==> config.mk <==
export PLATFORM = sky130hd
export DESIGN_NAME = core_ctrl_fsm
export DESIGN_NICKNAME = d
export VERILOG_FILES = /design/src/rtl/core_ctrl_fsm.sv
export SDC_FILE = /design/constraint.sdc
export NUM_CORES = 1
export LEC_CHECK = 0
export BUFFER_PORTS_ARGS = -buffer_cell sky130_fd_sc_hd__buf_2
export CAP_MARGIN = 20
export CORE_ASPECT_RATIO = 2
export CORE_MARGIN = 2
export CORE_UTILIZATION = 35
export DETAILED_ROUTE_END_ITERATION = 8
export HOLD_SLACK_MARGIN = 0.1
export PLACE_DENSITY = 0.63
export SLEW_MARGIN = 20
export SYNTH_ARGS = -nofsm -noshare
export SYNTH_HDL_FRONTEND = slang
export SYNTH_SLANG_ARGS = --single-unit
==> constraint.sdc <==
create_clock -name clk -period 4.8 [get_ports clk]
set_input_delay 0.48 -clock clk [delete_from_list [all_inputs] [get_ports clk]]
set_output_delay 0.48 -clock clk [all_outputs]
set_load 0.02 [all_outputs]
==> src/rtl/core_ctrl_fsm.sv <==
// Multi-cycle control sequencer: fetch, decode/classify, execute, memory and
// write-back, with every datapath select/enable and a retired-instruction count.
module core_ctrl_fsm #(
  parameter logic [31:0] RESET_PC = 32'h0000_0000
) (
  input  logic        clk,
  input  logic        rst_n,
  input  logic [6:0]  opcode,
  input  logic [4:0]  rd,
  input  logic        imem_ack,
  input  logic        dmem_ack,
  input  logic        branch_taken,
  output logic        imem_req,
  output logic        ir_we,
  output logic        pc_load_init,
  output logic [31:0] pc_init,
  output logic        pc_we,
  output logic [1:0]  pc_src,
  output logic        alu_a_sel,
  output logic        alu_b_sel,
  output logic [2:0]  imm_sel,
  output logic        dmem_req,
  output logic        dmem_we,
  output logic        reg_we,
  output logic [1:0]  wb_sel,
  output logic        illegal,
  output logic        halted,
  output logic [31:0] instret
);
  typedef enum logic [2:0] {
    S_RST, S_FETCH, S_DECODE, S_EXEC, S_MEM, S_WB, S_HALT
  } state_t;

  localparam logic [6:0] OP_LUI    = 7'b0110111;
  localparam logic [6:0] OP_AUIPC  = 7'b0010111;
  localparam logic [6:0] OP_JAL    = 7'b1101111;
  localparam logic [6:0] OP_JALR   = 7'b1100111;
  localparam logic [6:0] OP_BRANCH = 7'b1100011;
  localparam logic [6:0] OP_LOAD   = 7'b0000011;
  localparam logic [6:0] OP_STORE  = 7'b0100011;
  localparam logic [6:0] OP_IMM    = 7'b0010011;
  localparam logic [6:0] OP_OP     = 7'b0110011;
  localparam logic [6:0] OP_MISC   = 7'b0001111;
  localparam logic [6:0] OP_SYSTEM = 7'b1110011;

  state_t      state_q, state_d;
  logic [6:0]  opcode_q, opcode_d;
  logic        illegal_q, illegal_d;
  logic [31:0] instret_q, instret_d;
  logic [6:0]  cur_op;

  function automatic logic [2:0] imm_of(input logic [6:0] op);
    case (op)
      OP_STORE:          imm_of = 3'd1;
      OP_BRANCH:         imm_of = 3'd2;
      OP_LUI, OP_AUIPC:  imm_of = 3'd3;
      OP_JAL:            imm_of = 3'd4;
      default:           imm_of = 3'd0;
    endcase
  endfunction

  always_ff @(posedge clk or negedge rst_n) begin
    if (!rst_n) begin
      state_q   <= S_RST;
      opcode_q  <= 7'd0;
      illegal_q <= 1'b0;
      instret_q <= 32'd0;
    end else begin
      state_q   <= state_d;
      opcode_q  <= opcode_d;
      illegal_q <= illegal_d;
      instret_q <= instret_d;
    end
  end

  // The opcode is only captured at the end of DECODE, so DECODE itself
  // classifies straight from the decoder.
  assign cur_op = (state_q == S_DECODE) ? opcode : opcode_q;

  always_comb begin
    state_d      = state_q;
    opcode_d     = opcode_q;
    illegal_d    = illegal_q;
    imem_req     = 1'b0;
    ir_we        = 1'b0;
    pc_load_init = 1'b0;
    pc_we        = 1'b0;
    pc_src       = 2'd0;
    alu_a_sel    = 1'b0;
    alu_b_sel    = 1'b0;
    imm_sel      = 3'd0;
    dmem_req     = 1'b0;
    dmem_we      = 1'b0;
    reg_we       = 1'b0;
    wb_sel       = 2'd0;
    if (state_q inside {S_DECODE, S_EXEC, S_MEM, S_WB}) imm_sel = imm_of(cur_op);
    case (state_q)
      S_RST: begin
        // Gated so the load strobe stays low while reset is still asserted.
        pc_load_init = rst_n;
        state_d      = S_FETCH;
      end
      S_FETCH: begin
        imem_req = 1'b1;
        if (imem_ack) begin
          ir_we   = 1'b1;
          state_d = S_DECODE;
        end
      end
      S_DECODE: begin
        opcode_d = opcode;
        case (opcode)
          OP_LUI, OP_AUIPC, OP_JAL, OP_JALR, OP_BRANCH, OP_LOAD, OP_STORE,
          OP_IMM, OP_OP, OP_MISC: state_d = S_EXEC;
          OP_SYSTEM:              state_d = S_HALT;
          default: begin
            state_d   = S_HALT;
            illegal_d = 1'b1;
          end
        endcase
      end
      S_EXEC: begin
        alu_a_sel = (cur_op == OP_AUIPC) || (cur_op == OP_JAL) || (cur_op == OP_BRANCH);
        alu_b_sel = (cur_op != OP_OP);
        case (cur_op)
          OP_LOAD, OP_STORE: state_d = S_MEM;
          OP_BRANCH: begin
            pc_we   = 1'b1;
            pc_src  = branch_taken ? 2'd1 : 2'd0;
            state_d = S_FETCH;
          end
          OP_MISC: begin
            pc_we   = 1'b1;
            state_d = S_FETCH;
          end
          default: state_d = S_WB;
        endcase
      end
      S_MEM: begin
        dmem_req = 1'b1;
        dmem_we  = (cur_op == OP_STORE);
        if (dmem_ack) begin
          if (cur_op == OP_STORE) begin
            pc_we   = 1'b1;
            state_d = S_FETCH;
          end else begin
            state_d = S_WB;
          end
        end
      end
      S_WB: begin
        reg_we = (rd != 5'd0);
        case (cur_op)
          OP_LOAD:          wb_sel = 2'd1;
          OP_JAL, OP_JALR:  wb_sel = 2'd2;
          OP_LUI:           wb_sel = 2'd3;
          default:          wb_sel = 2'd0;
        endcase
        pc_we   = 1'b1;
        pc_src  = (cur_op == OP_JAL) ? 2'd1 : (cur_op == OP_JALR) ? 2'd2 : 2'd0;
        state_d = S_FETCH;
      end
      default: state_d = S_HALT;
    endcase
    instret_d = instret_q + {31'd0, pc_we};
  end

  assign pc_init = RESET_PC;
  assign illegal = illegal_q;
  assign halted  = (state_q == S_HALT);
  assign instret = instret_q;
endmodule

After elaboration in Yosys (flattened, before gate mapping)

Index checks and enable logic that the tools add are counted.

Register bits after elaboration: 43
Input port bits: 17
Output and inout port bits: 82
Word-level logic and storage cells: 77

Add/subtract/negate cells: 1
Eq/ne operators: 28
Mux-type cells: 29
Bitwise gates (word level): 1
Reduce and logical (&&, ||, !) cells: 14

Operators with widths:

| operator                                                        | count |
|---|---|
| 7-bit == test, second input constant                            | 7 |
| 7-bit by 6-bit == test with 1-bit output, second input constant | 5 |
| 32-bit by 1-bit adder with 32-bit output                        | 1 |
| 7-bit by 5-bit == test with 1-bit output, second input constant | 3 |
| 3-bit 2-to-1 mux                                                | 5 |
| 3-bit case mux with 5 select lines                              | 1 |
| 7-bit by 2-bit == test with 1-bit output, second input constant | 2 |
| 7-bit by 4-bit == test with 1-bit output, second input constant | 2 |
| 1-bit 2-to-1 mux                                                | 14 |
| 3-bit case mux with 4 select lines                              | 1 |
| 11-bit OR reduction                                             | 1 |
| 10-bit OR reduction                                             | 1 |
| 2-bit OR reduction                                              | 5 |
| 3-bit == test, second input constant                            | 3 |
| 7-bit 2-to-1 mux                                                | 1 |
| 7-bit by 6-bit != test with 1-bit output, second input constant | 1 |
| 3-bit by 2-bit == test with 1-bit output, second input constant | 2 |
| 2-bit 2-to-1 mux                                                | 3 |
| 2-bit case mux with 3 select lines                              | 1 |
| 3-bit case mux with 2 select lines                              | 1 |
| 5-bit nonzero test                                              | 1 |
| 2-bit != test, second input constant                            | 2 |
| 2-bit case mux with 2 select lines                              | 1 |
| 2-bit AND reduction                                             | 2 |
| other kinds (6)                                                 | 7 |

Logic depth before layout (Yosys ltp)

Gate-level depths: netlist (run 1).

Depth in word-level cells: 7
Mapped depth: 14
Mapped depth without buffers: 12

Worst setup path after synthesis (run 1)

OpenSTA, ideal clock, no wires.

Path type: input -> register
Start point: in opcode[6]
End point: reg instret_q[30] (netlist: instret[30])
Setup time: 0.129 ns
Arrival: 3.219 ns
Required time: 4.671 ns
Path slack: 1.451 ns
Stages on the path: 13
Path buffers: 1
Path through: clkbuf_1 or3b_2 nor4_1 a31oi_1 a21o_1 o21ai_0 ha_1 ha_1 nand2_1 nor4_2 and4_1 nand4_1 xnor2_1

Word-level cells in the longest chain between the ends: 6
Elaborated cells on any way between the ends: 10
Classes of those cells: 1 x add/sub; 3 x eq/ne; 5 x mux; 1 x reduce/logical

Ends and longest elaborated chain:

| item                                                             | RTL line | text |
|---|---|---|
| start: declaration                                               | 8        | `input logic [6:0] opcode,` |
| 7-bit 2-to-1 mux (*)                                             | -        |  |
| 7-bit by 6-bit == test with 1-bit output (tied with other cells) | 143      | `if (cur_op == OP_STORE) begin` |
| 1-bit 2-to-1 mux or 2-bit OR reduction (tied branches)           | -        |  |
| 1-bit 2-to-1 mux (on tied branches)                              | 142, 125 |  |
| 1-bit case mux with 3 select lines (*)                           | 97       | `case (state_q)` |
| named net pc_we                                                  | 17       | `output logic pc_we,` |
| 32-bit by 1-bit adder with 32-bit output (*)                     | 165      | `instret_d = instret_q + {31'd0, pc_we};` |
| named net instret_d[30]                                          | 49       | `logic [31:0] instret_q, instret_d;` |
| end signal: assignment                                           | 72       | `instret_q <= instret_d;` |
| end: declaration                                                 | 49       |  |

Mark *: on every way through the listed nets, which the timed path passes. The rest lies on a longest branch.
A chain may end at the register's enable or synchronous reset.

Final worst setup path (run 1)

Start point: reg state_q[1]
End point: reg instret_q[31] (netlist: instret[31])

Word-level cells in the longest chain between the ends: 7
Elaborated cells on any way between the ends: 14
Classes of those cells: 1 x add/sub; 7 x eq/ne; 5 x mux; 1 x reduce/logical

Ends and longest elaborated chain:

| item                                                             | RTL line | text |
|---|---|---|
| start: declaration                                               | 46       | `state_t state_q, state_d;` |
| start signal: assignment                                         | 69       | `state_q <= state_d;` |
| 3-bit by 2-bit == test with 1-bit output                         | 78       | `assign cur_op = (state_q == S_DECODE) ? opcode : opcode_q;` |
| 7-bit 2-to-1 mux                                                 | -        |  |
| 7-bit by 6-bit == test with 1-bit output (tied with other cells) | 143      |  |
| 1-bit 2-to-1 mux or 2-bit OR reduction (tied branches)           | -        |  |
| 1-bit 2-to-1 mux (on tied branches)                              | 142, 125 |  |
| 1-bit case mux with 3 select lines (*)                           | 97       |  |
| 32-bit by 1-bit adder with 32-bit output (*)                     | 165      |  |
| named net instret_d[31]                                          | 49       |  |

Marks and branches as above.

==> flow_metrics.env, run 1 <==
export IMPL_clockRootBuffer="clkbuf_16"
export IMPL_pwr_share_seq_pct=39.7
export IMPL_die_w_microns=65.21
export IMPL_rsz0062_at_grt="no"
export IMPL_viasPerCell=4.975
export IMPL_core_sq_mm=0.007267
export IMPL_portBuffers=66
export IMPL_cts_resized=0
export IMPL_die_h_microns=126.4
export IMPL_powerDensity_mw_per_mm2=418.4
export IMPL_synthAdderAreaFrac_pct=1.908
export IMPL_slowest_delay_ps=740
export IMPL_boundaryPins=99
export IMPL_clockPowerShare_pct=29.9
export IMPL_hold_viol=0
export IMPL_cts_tree="done"
export IMPL_internal_power_mw=0.8024
export IMPL_drive_gt1_share_pct=24.15
export IMPL_yosys_top_cells_area="dfrtp_1 41%, buf_4 9.2%, nand2_1 7.0%"
export IMPL_netSwitchingPower_mw=0.4870
export IMPL_synth_edf_count=0
export IMPL_drc=0
export IMPL_critical_path_arrival_ps=4010
export IMPL_clk_pin_slew_ps=60
export IMPL_antenna_cells=0
export IMPL_grt_pass1_wl_microns=10160
export IMPL_drv_cap=0
export IMPL_synthSimpleGateAreaFrac_pct=25.81
export IMPL_ctsHoldBuffers=0
export IMPL_switching_share_pct=37.77
export IMPL_grt_met2_usage_pct=31.21
export IMPL_cp_max_fo=16
export IMPL_hp_class="input port to async pin"
export IMPL_ctsHtreeMaxLevel=2
export IMPL_crit_type="flip-flop to flip-flop"
export IMPL_synth_top_family_by_area="simple AND/OR/NAND/NOR gates"
export IMPL_initial_core_util_pct=36.09
export IMPL_post_cts_buffers=0
export IMPL_status="completed"
export IMPL_grt_met1_usage_pct=15.61
export IMPL_min_period_ps=3804
export IMPL_synth_compound_area_share_pct=9.208
export IMPL_setup_viol=0
export IMPL_synthMuxAreaShare_pct=0.3817
export IMPL_worst_path_buf_inv=0
export IMPL_period_share_pct=79.25
export IMPL_timing_fmax_ghz=0.2629
export IMPL_crit_required_ps=5000
export IMPL_clkSinkCount=43
export IMPL_ys_warnings_count=0
export IMPL_dp_hpwl_microns=5132
export IMPL_antenna_found_initial=0
export IMPL_vias=2209
export IMPL_grtUsageMet3_pct=2.394
export IMPL_fin_skew_ps=4.153
export IMPL_syn_avg_cell_area_sq_um=9.234
export IMPL_synth_top_area_share_pct=41.03
export IMPL_setup_ws_ps=996.1
export IMPL_start_kind="flip-flop"
export IMPL_grt_max_degree=45
export IMPL_ys_types=54
export IMPL_yosysSeqAreaShare_pct=41.03
export IMPL_power_leakage_nw=1.622
export IMPL_path_cells="nor3b_2, nand2_1, o31ai_1, a21oi_1, o21ai_0, ha_1, nand3_1, nor4_4, nand4_2, nor3_2, xor2_1"
export IMPL_dieArea_sq_mm=0.008244
export IMPL_max_slew_worst_pin_slew_ps=791.7
export IMPL_place_gp_congestion=0.9567
export IMPL_endpoint_kind="flip-flop"
export IMPL_overflow=0
export IMPL_cts_buffer_depth=2
export IMPL_netlist_instances=284
export IMPL_wirelength_microns=6462
export IMPL_tns_ps=0
export IMPL_num_rows=44
export IMPL_fin_nets=372
export IMPL_grt_busiest_layer="met2"
export IMPL_ant_nets=0
export IMPL_clk_latency_ps=280
export IMPL_grt_use_total_pct=15.88
export IMPL_slew_violations=0
export IMPL_syn_area_sq_mm=0.002623
export IMPL_p_comb_share_pct=30.4
export IMPL_grt_pass1_vias=2051
export IMPL_area_growth_pct=17.51
export IMPL_wire_per_inst_microns=14.55
export IMPL_ys_ff_latch=43
export IMPL_drt_iter0_drc=106
export IMPL_synth_xor_area_share_pct=10.02
export IMPL_cts_buffers_inserted=5
export IMPL_ys_flop_type="dfrtp_1"
export IMPL_ir_drop_mv=0.2184
export IMPL_dr_pass1_iters=4
export IMPL_maxSlewHeadroom_pct=46.99
export IMPL_cp_slowest_cell="nor3b_2"
export IMPL_async_flop_share_pct=100.0
export IMPL_cpLargestDelayFamily="simple AND/OR/NAND/NOR gates"
export IMPL_pre_cts_ws_ps=1045
export IMPL_synth_top_area_cell="dfrtp_1"
==> synth_stat cells (2+ instances only) <==
cell type / n
a21oi_1: 10
a31oi_1: 3
and2_1: 4
and3_1: 6
and4_1: 3
buf_4: 32
buf_6: 2
clkbuf_1: 3
dfrtp_1: 43
ha_1: 4
inv_1: 6
nand2_1: 49
nand2b_1: 5
nand3_1: 14
nand4_1: 5
nor2_1: 13
nor2b_1: 4
nor3_1: 3
nor4b_1: 2
o21a_1: 2
o21ai_0: 7
o31a_1: 2
o31ai_1: 2
or4_1: 2
xnor2_1: 18
xor2_1: 12
==> cells by family after synthesis <==
group,after synthesis
and+or+nand+nor,124
buffers and inverters,44
DFF,43
AOI/OAI and AO/OA,37
xor gates and xnor gates,30
adders and majority gates,4
other,1
muxes,1
==> sequential cells by signal, summed over array words and instances, names as in the netlist <==
register and flops:
opcode_q 7, illegal 1, instret 32, state_q 3
==> worst reg2reg max path, stage by stage, from the launching register on <==
cell     delay, ps
dfrtp_1        600
nor3b_2        740
nand2_1        210
o31ai_1        320
a21oi_1        110
o21ai_0        280
ha_1           270
nand3_1        150
nor4_4         410
nand4_2        260
nor3_2         220
xor2_1         170
==> worst paths after layout <==
| check | startpoint | endpoint | slack [ps] | cells after the start |
|---|---|---|---|---|
| setup / recovery | state_q[1] | instret[31] | 1000 | 11 |
| setup reg to reg | state_q[1] | instret[31] | 1000 | 11 |
| hold / removal | rst_n | instret[19] | 270 | 2 |
| min in group clk | opcode[1] | opcode_q[1] | 450 | 3 |
| hold reg to reg | illegal | illegal | 470 | 1 |
| max in group asynchronous | rst_n | opcode_q[5] | 4160 | 2 |
==> cell type report <==
type / instances / area [sq um]
Fill cell: 752 / 4185
Multi-Input combinational cell: 228 / 1361
Sequential cell: 43 / 1076
Timing Repair Buffer: 67 / 337.8
Clock buffer: 5 / 125.1
Tap cell: 92 / 115.1
Clock inverter: 3 / 43.79
Inverter: 6 / 22.52
==> through the flow <==
step                      hold slack (ps)  cell area, sq um  utilization (%)  power, mW  std cells
final                               271.5              3082            42.41      1.289        444
after global routing                318.4              3082            42.41      1.373        444
after CTS                           289.7              3082            42.41      1.301        444
after floorplan                     184.4              2739                -     0.8153        315
after detailed placement            455.6              2913            40.08     0.9106        436
after global placement              448.8              2913            40.08     0.9049        436
==> cell usage in the layout (no fill, tap or decap), types with 2 or more instances in the layout <==
cell type,synthesis,layout
nor4b_1,2,2
nand4_1,5,5
nor3_1,3,3
o31a_1,2,2
nor2b_1,4,4
xnor2_1,18,18
buf_2,1,66
conb_1,1,32
dfrtp_1,43,43
clkbuf_16,0,5
and3_1,6,6
nand2_1,49,49
and4_1,3,3
nor2_1,13,13
nand3_1,14,14
a31oi_1,3,3
o21a_1,2,2
o31ai_1,2,2
xor2_1,12,12
a21oi_1,10,10
inv_1,6,6
and2_1,4,4
o21ai_0,7,7
nand2b_1,5,5
or4_1,2,2
ha_1,4,4
==> power groups by stage <==
| stage | combinational [mW] | clock, mW | sequential (mW) |
|---|---|---|---|
| 2_1_floorplan | 0.328 | 0 | 0.488 |
| 3_3_place_gp | 0.391 | 0 | 0.514 |
| 3_5_place_dp | 0.395 | 0 | 0.516 |
| 4_1_cts | 0.395 | 0.396 | 0.510 |
| 5_1_grt | 0.437 | 0.409 | 0.527 |
| 6_report | 0.393 | 0.385 | 0.512 |
==> per-layer routing <==
| metal | vias up | share of wire (%) |
|---|---|---|
| met3 | 15 | 4.4 |
| met4 | 0 | 2.9 |
| met1 | 1052 | 34 |
| met5 | - | 0 |
| li1 | 1051 | - |
| met2 | 91 | 59 |
Power figures use the tool's default switching activity.
==> inputs of run 2 (changes only) <==
Clock period 4.8 ns to 3.5 ns, I/O delays scaled along.
==> flow_metrics.env, run 2 (synthesis gave the netlist of run 1 again) <==
export IMPL_r2r_start="state_q[2]"
export IMPL_antenna_found_initial=0
export IMPL_die_h_microns=126.4
export IMPL_grt_pass1_wl_microns=10880
export IMPL_grt_max_degree=44
export IMPL_ctsHtreeMaxLevel=2
export IMPL_seqCellArea_sq_mm=0.001076
export IMPL_grt_pass1_vias=2268
export IMPL_critPathMostFrequentCell="ha_1"
export IMPL_area_growth_pct=20.85
export IMPL_r2r_end="instret[30]"
export IMPL_dr_pass1_iters=4
export IMPL_portBuffers=66
export IMPL_ant_nets=0
export IMPL_drv_cap=0
export IMPL_initial_core_util_pct=36.09
export IMPL_nFillCells=763
export IMPL_place_gp_congestion=0.9280
export IMPL_core_sq_mm=0.007267
export IMPL_die_w_microns=65.21
export IMPL_grt_use_total_pct=17.11
export IMPL_period_share_pct=94.32
export IMPL_ir_drop_mv=0.3372
export IMPL_layout_commonest_cell="buf_2"
export IMPL_max_slew_worst_pin_slew_ps=708.0
export IMPL_min_period_ps=3301
export IMPL_endpoint_kind="flip-flop"
export IMPL_path_cells="buf_4, or3b_4, nor4_1, a31oi_1, a21o_1, o21ai_0, ha_1, ha_1, nand2_1, nor4_2, and4_1, nand4_1, xnor2_1"
export IMPL_antenna_cells=0
export IMPL_viasPerCell=4.856
export IMPL_maxSlewHeadroom_pct=52.30
export IMPL_power_leakage_nw=1.674
export IMPL_hold_viol=0
export IMPL_num_rows=44
export IMPL_cp_slowest_cell="dfrtp_1"
export IMPL_dieArea_sq_mm=0.008244
export IMPL_timing_fmax_ghz=0.3029
export IMPL_overflow=0
export IMPL_setup_viol=0
export IMPL_powerDensity_mw_per_mm2=594.6
export IMPL_cp_max_fo=11
export IMPL_wirelength_microns=6650
export IMPL_final_cell_mix="66 x buf_2, 49 x nand2_1, 43 x dfrtp_1, 32 x conb_1, 18 x xnor2_1"
export IMPL_fin_util_pct=43.61
export IMPL_multi_input_area_sq_mm=0.001376
export IMPL_cts_buffers_inserted=5
export IMPL_worst_r2r_path_depth=13
export IMPL_power_mw=1.884
export IMPL_clkSinkCount=43
export IMPL_wire_per_inst_microns=14.75
export IMPL_cts_buffer_depth=2
export IMPL_drive_gt1_share_pct=25.35
export IMPL_clockRootBuffer="clkbuf_16"
export IMPL_crit_required_ps=3670
export IMPL_drt_iter0_drc=94
export IMPL_dp_hpwl_microns=5421
export IMPL_critical_path_arrival_ps=3470
export IMPL_drc=0
export IMPL_boundaryPins=99
export IMPL_slew_violations=0
export IMPL_status="completed"
export IMPL_start_kind="flip-flop"
export IMPL_fin_skew_ps=2.967
export IMPL_clk_latency_ps=280
export IMPL_fin_nets=379
export IMPL_hp_class="input port to async pin"
export IMPL_largest_reg_flops=32
export IMPL_vias=2190
export IMPL_crit_type="flip-flop to flip-flop"
export IMPL_slowest_delay_ps=410
export IMPL_rrSetupSlack_ps=200
export IMPL_clk_pin_slew_ps=60
export IMPL_cts_tree="done"
==> run 2: changes by cell type in the layout (fill, tap and decap cells not counted), sizes merged <==
cell | previous run | this run
bufinv | 1 | 2
clkinv | 2 | 0
buf | 67 | 74
clkbuf | 5 | 6
==> run 2: worst max path at each step <==
| stage | to | startpoint | cells past startpoint | slack (ps) |
|---|---|---|---|---|
| after global routing | instret[30] | state_q[2] | 13 | -10 |
| final | instret[30] | state_q[2] | 13 | 200 |
| after floorplan | instret[30] | state_q[2] | 13 | 170 |
| after global placement | instret[31] | opcode[6] | 12 | 270 |
| after detailed placement | instret[31] | state_q[2] | 12 | 180 |
| after CTS | instret[31] | state_q[2] | 12 | 140 |
==> run 2: through the flow <==
stage	instances	area, sq um	hold slack [ps]	TNS, ps	worst slack (ps)
after detailed placement	443	2965	451.4	0	176.2
after global routing	451	3169	259.9	-9.591	-9.591
after CTS	451	3154	235.4	0	143.5
final	451	3169	198.0	0	198.9
after global placement	443	2965	453.2	0	268.7
after floorplan	315	2739	54.41	0	170.2
==> run 2: routing by layer <==
layer / routed length [microns] / global-route usage, % / part of all wire (%)
met1: 2171 / 16.58 / 33
met2: 3936 / 32.47 / 59
met3: 296 / 3.280 / 4.5
met4: 246 / 9.191 / 3.7
met5: 0 / 0 / 0
==> run 2: what timing repair did <==
| item | in CTS | in global routing |
|---|---|---|
| resized for setup | 0 | 2 |
| setup buffers | 0 | 0 |
| endpoints found under the hold margin | 0 | 0 |
| setup endpoints to repair | 0 | 3 |
| hold buffers | 0 | 0 |
==> run 2: power breakdown <==
part           internal [mW]  switching (mW)  total, mW
combinational          0.226           0.416      0.642
clock                  0.409           0.181      0.590
sequential             0.576          0.0769      0.652
total                   1.21           0.674       1.88
==> run 2: worst max-delay path, delay by kind of cell (launching register included) <==
family                   cells  cell delay [ps]
flip-flops                   1              410
AND/OR/NAND/NOR              6             1520
buffers and inverters        1              180
XOR/XNOR                     1              150
AO/OA/AOI/OAI                3              440
adder cells (fa/ha/maj)      2              490
==> run 2: area by class of cell <==
cell class,instances,share of cell area (%)
multi-input combinational,228,43.43
sequential,43,33.95
clock inverter,2,1.895
tap,92,3.632
inverter,6,0.7106
timing repair buffer,74,12.32
clock buffer,6,4.066
==> inputs of run 3 (changes only) <==
Settings changed: BUFFER_PORTS_ARGS -buffer_cell sky130_fd_sc_hd__buf_2 to -buffer_cell sky130_fd_sc_hd__buf_4, CTS_CLUSTER_DIAMETER set to 30.
==> flow_metrics.env, run 3 (synthesis gave the netlist of run 1 again) <==
export IMPL_viasPerCell=4.940
export IMPL_cts_buffer_depth=2
export IMPL_ant_nets=0
export IMPL_max_slew_worst_pin_slew_ps=661.0
export IMPL_ctsHtreeMaxLevel=2
export IMPL_die_w_microns=65.21
export IMPL_wire_per_inst_microns=15.02
export IMPL_cts_buffers_inserted=5
export IMPL_nFillCells=766
export IMPL_clk_pin_slew_ps=60
export IMPL_timing_fmax_ghz=0.3076
export IMPL_rsz0062_at_grt="no"
export IMPL_endpoint_kind="flip-flop"
export IMPL_antenna_cells=0
export IMPL_multi_input_area_sq_mm=0.001379
export IMPL_power_leakage_nw=1.658
export IMPL_clk_latency_ps=280
export IMPL_grt_use_total_pct=16.55
export IMPL_hold_viol=0
export IMPL_ir_drop_mv=0.3141
export IMPL_cp_max_fo=14
export IMPL_fin_skew_ps=3.132
export IMPL_period_share_pct=92.87
export IMPL_clkSinkCount=43
export IMPL_num_rows=44
export IMPL_grt_pass1_wl_microns=10580
export IMPL_crit_type="flip-flop to flip-flop"
export IMPL_fin_cells=448
export IMPL_grt_max_degree=44
export IMPL_setup_viol=0
export IMPL_hp_class="input port to async pin"
export IMPL_largest_reg_flops=32
export IMPL_power_mw=1.819
export IMPL_tns_ps=0
export IMPL_portBuffers=66
export IMPL_crit_required_ps=3700
export IMPL_drt_iter0_drc=102
export IMPL_slew_violations=0
export IMPL_wirelength_microns=6727
export IMPL_antenna_found_initial=0
export IMPL_initial_core_util_pct=36.09
export IMPL_ctsHoldBuffers=0
export IMPL_dp_hpwl_microns=5344
export IMPL_grt_pass1_vias=2180
export IMPL_core_sq_mm=0.007267
export IMPL_clockRootBuffer="clkbuf_16"
export IMPL_status="completed"
export IMPL_start_kind="flip-flop"
export IMPL_drc=0
export IMPL_dr_pass1_iters=4
export IMPL_dieArea_sq_mm=0.008244
export IMPL_drive_gt1_share_pct=25.56
export IMPL_place_gp_congestion=0.9115
export IMPL_overflow=0
export IMPL_die_h_microns=126.4
export IMPL_vias=2213
export IMPL_area_growth_pct=25.57
export IMPL_boundaryPins=99
export IMPL_fin_nets=377
export IMPL_powerDensity_mw_per_mm2=552.2
export IMPL_layout_commonest_cell="buf_4"
export IMPL_cts_tree="done"
export IMPL_maxSlewHeadroom_pct=55.46
export IMPL_dp_cells=441
export IMPL_drv_cap=0
export IMPL_seqCellArea_sq_mm=0.001077
export IMPL_final_cell_mix="72 x buf_4, 49 x nand2_1, 42 x dfrtp_1, 32 x conb_1, 18 x xnor2_1"
export IMPL_min_period_ps=3251
export IMPL_critical_path_arrival_ps=3450
==> run 3: area by class of cell <==
class | instances | share of cell area [%]
sequential | 43 | 32.71
inverter | 6 | 0.6839
clock inverter | 1 | 0.9119
clock buffer | 6 | 3.913
multi-input combinational | 228 | 41.87
tap | 92 | 3.495
timing repair buffer | 72 | 16.41
==> run 3: where the power goes <==
part           switching (mW)  total, mW  internal [mW]
Clock                   0.179      0.511          0.333
Sequential              0.106      0.682          0.577
Combinational           0.383      0.625          0.242
Total                   0.667       1.82           1.15
==> run 3: metrics by stage <==
| stage | hold slack (ps) | util (%) | instance area [sq um] | worst slack [ps] |
|---|---|---|---|---|
| after CTS | 218.9 | 45.06 | 3274 | 72.45 |
| after global placement | 453.6 | 42.87 | 3115 | 142.2 |
| final | 189.5 | 45.32 | 3293 | 249.5 |
| after global routing | 246.2 | 45.32 | 3293 | 15.40 |
| after detailed placement | 457.5 | 42.87 | 3115 | 103.9 |
| after floorplan | 54.41 | - | 2739 | 170.2 |
==> run 3: metal layers <==
layer | up-vias | track usage (%) | part of all wire (%)
met3 | 16 | 2.660 | 4.6
met2 | 88 | 31.75 | 59
met5 | - | 0 | 0
met4 | 0 | 9.191 | 3.5
met1 | 1062 | 15.91 | 33
li1 | 1047 | - | -
==> run 3: final timing paths <==
path	cells after the start	end	slack, ps	start
worst max-delay path	11	instret[31]	250	state_q[2]
worst min-delay path	2	instret[16]	190	rst_n
worst max register to register	11	instret[31]	250	state_q[2]
worst min register to register	1	instret[31]	470	instret[31]
max in group asynchronous	2	state_q[2]	2900	rst_n
min in group clk	3	opcode_q[0]	300	opcode[0]
==> run 3: what timing repair did <==
item | CTS | global route
setup buffers | 0 | 0
resized for setup | 0 | 4
setup endpoints to repair | 0 | 14
==> run 3: worst max-delay path, stage by stage, from the launching register on <==
cell,delay [ps]
dfrtp_2,490
or3b_4,520
nor4_2,320
a31oi_1,110
a21o_1,200
o21ai_0,130
ha_2,280
nand3_1,150
nor4_4,400
nand4_4,200
nor3_2,210
xor2_1,160
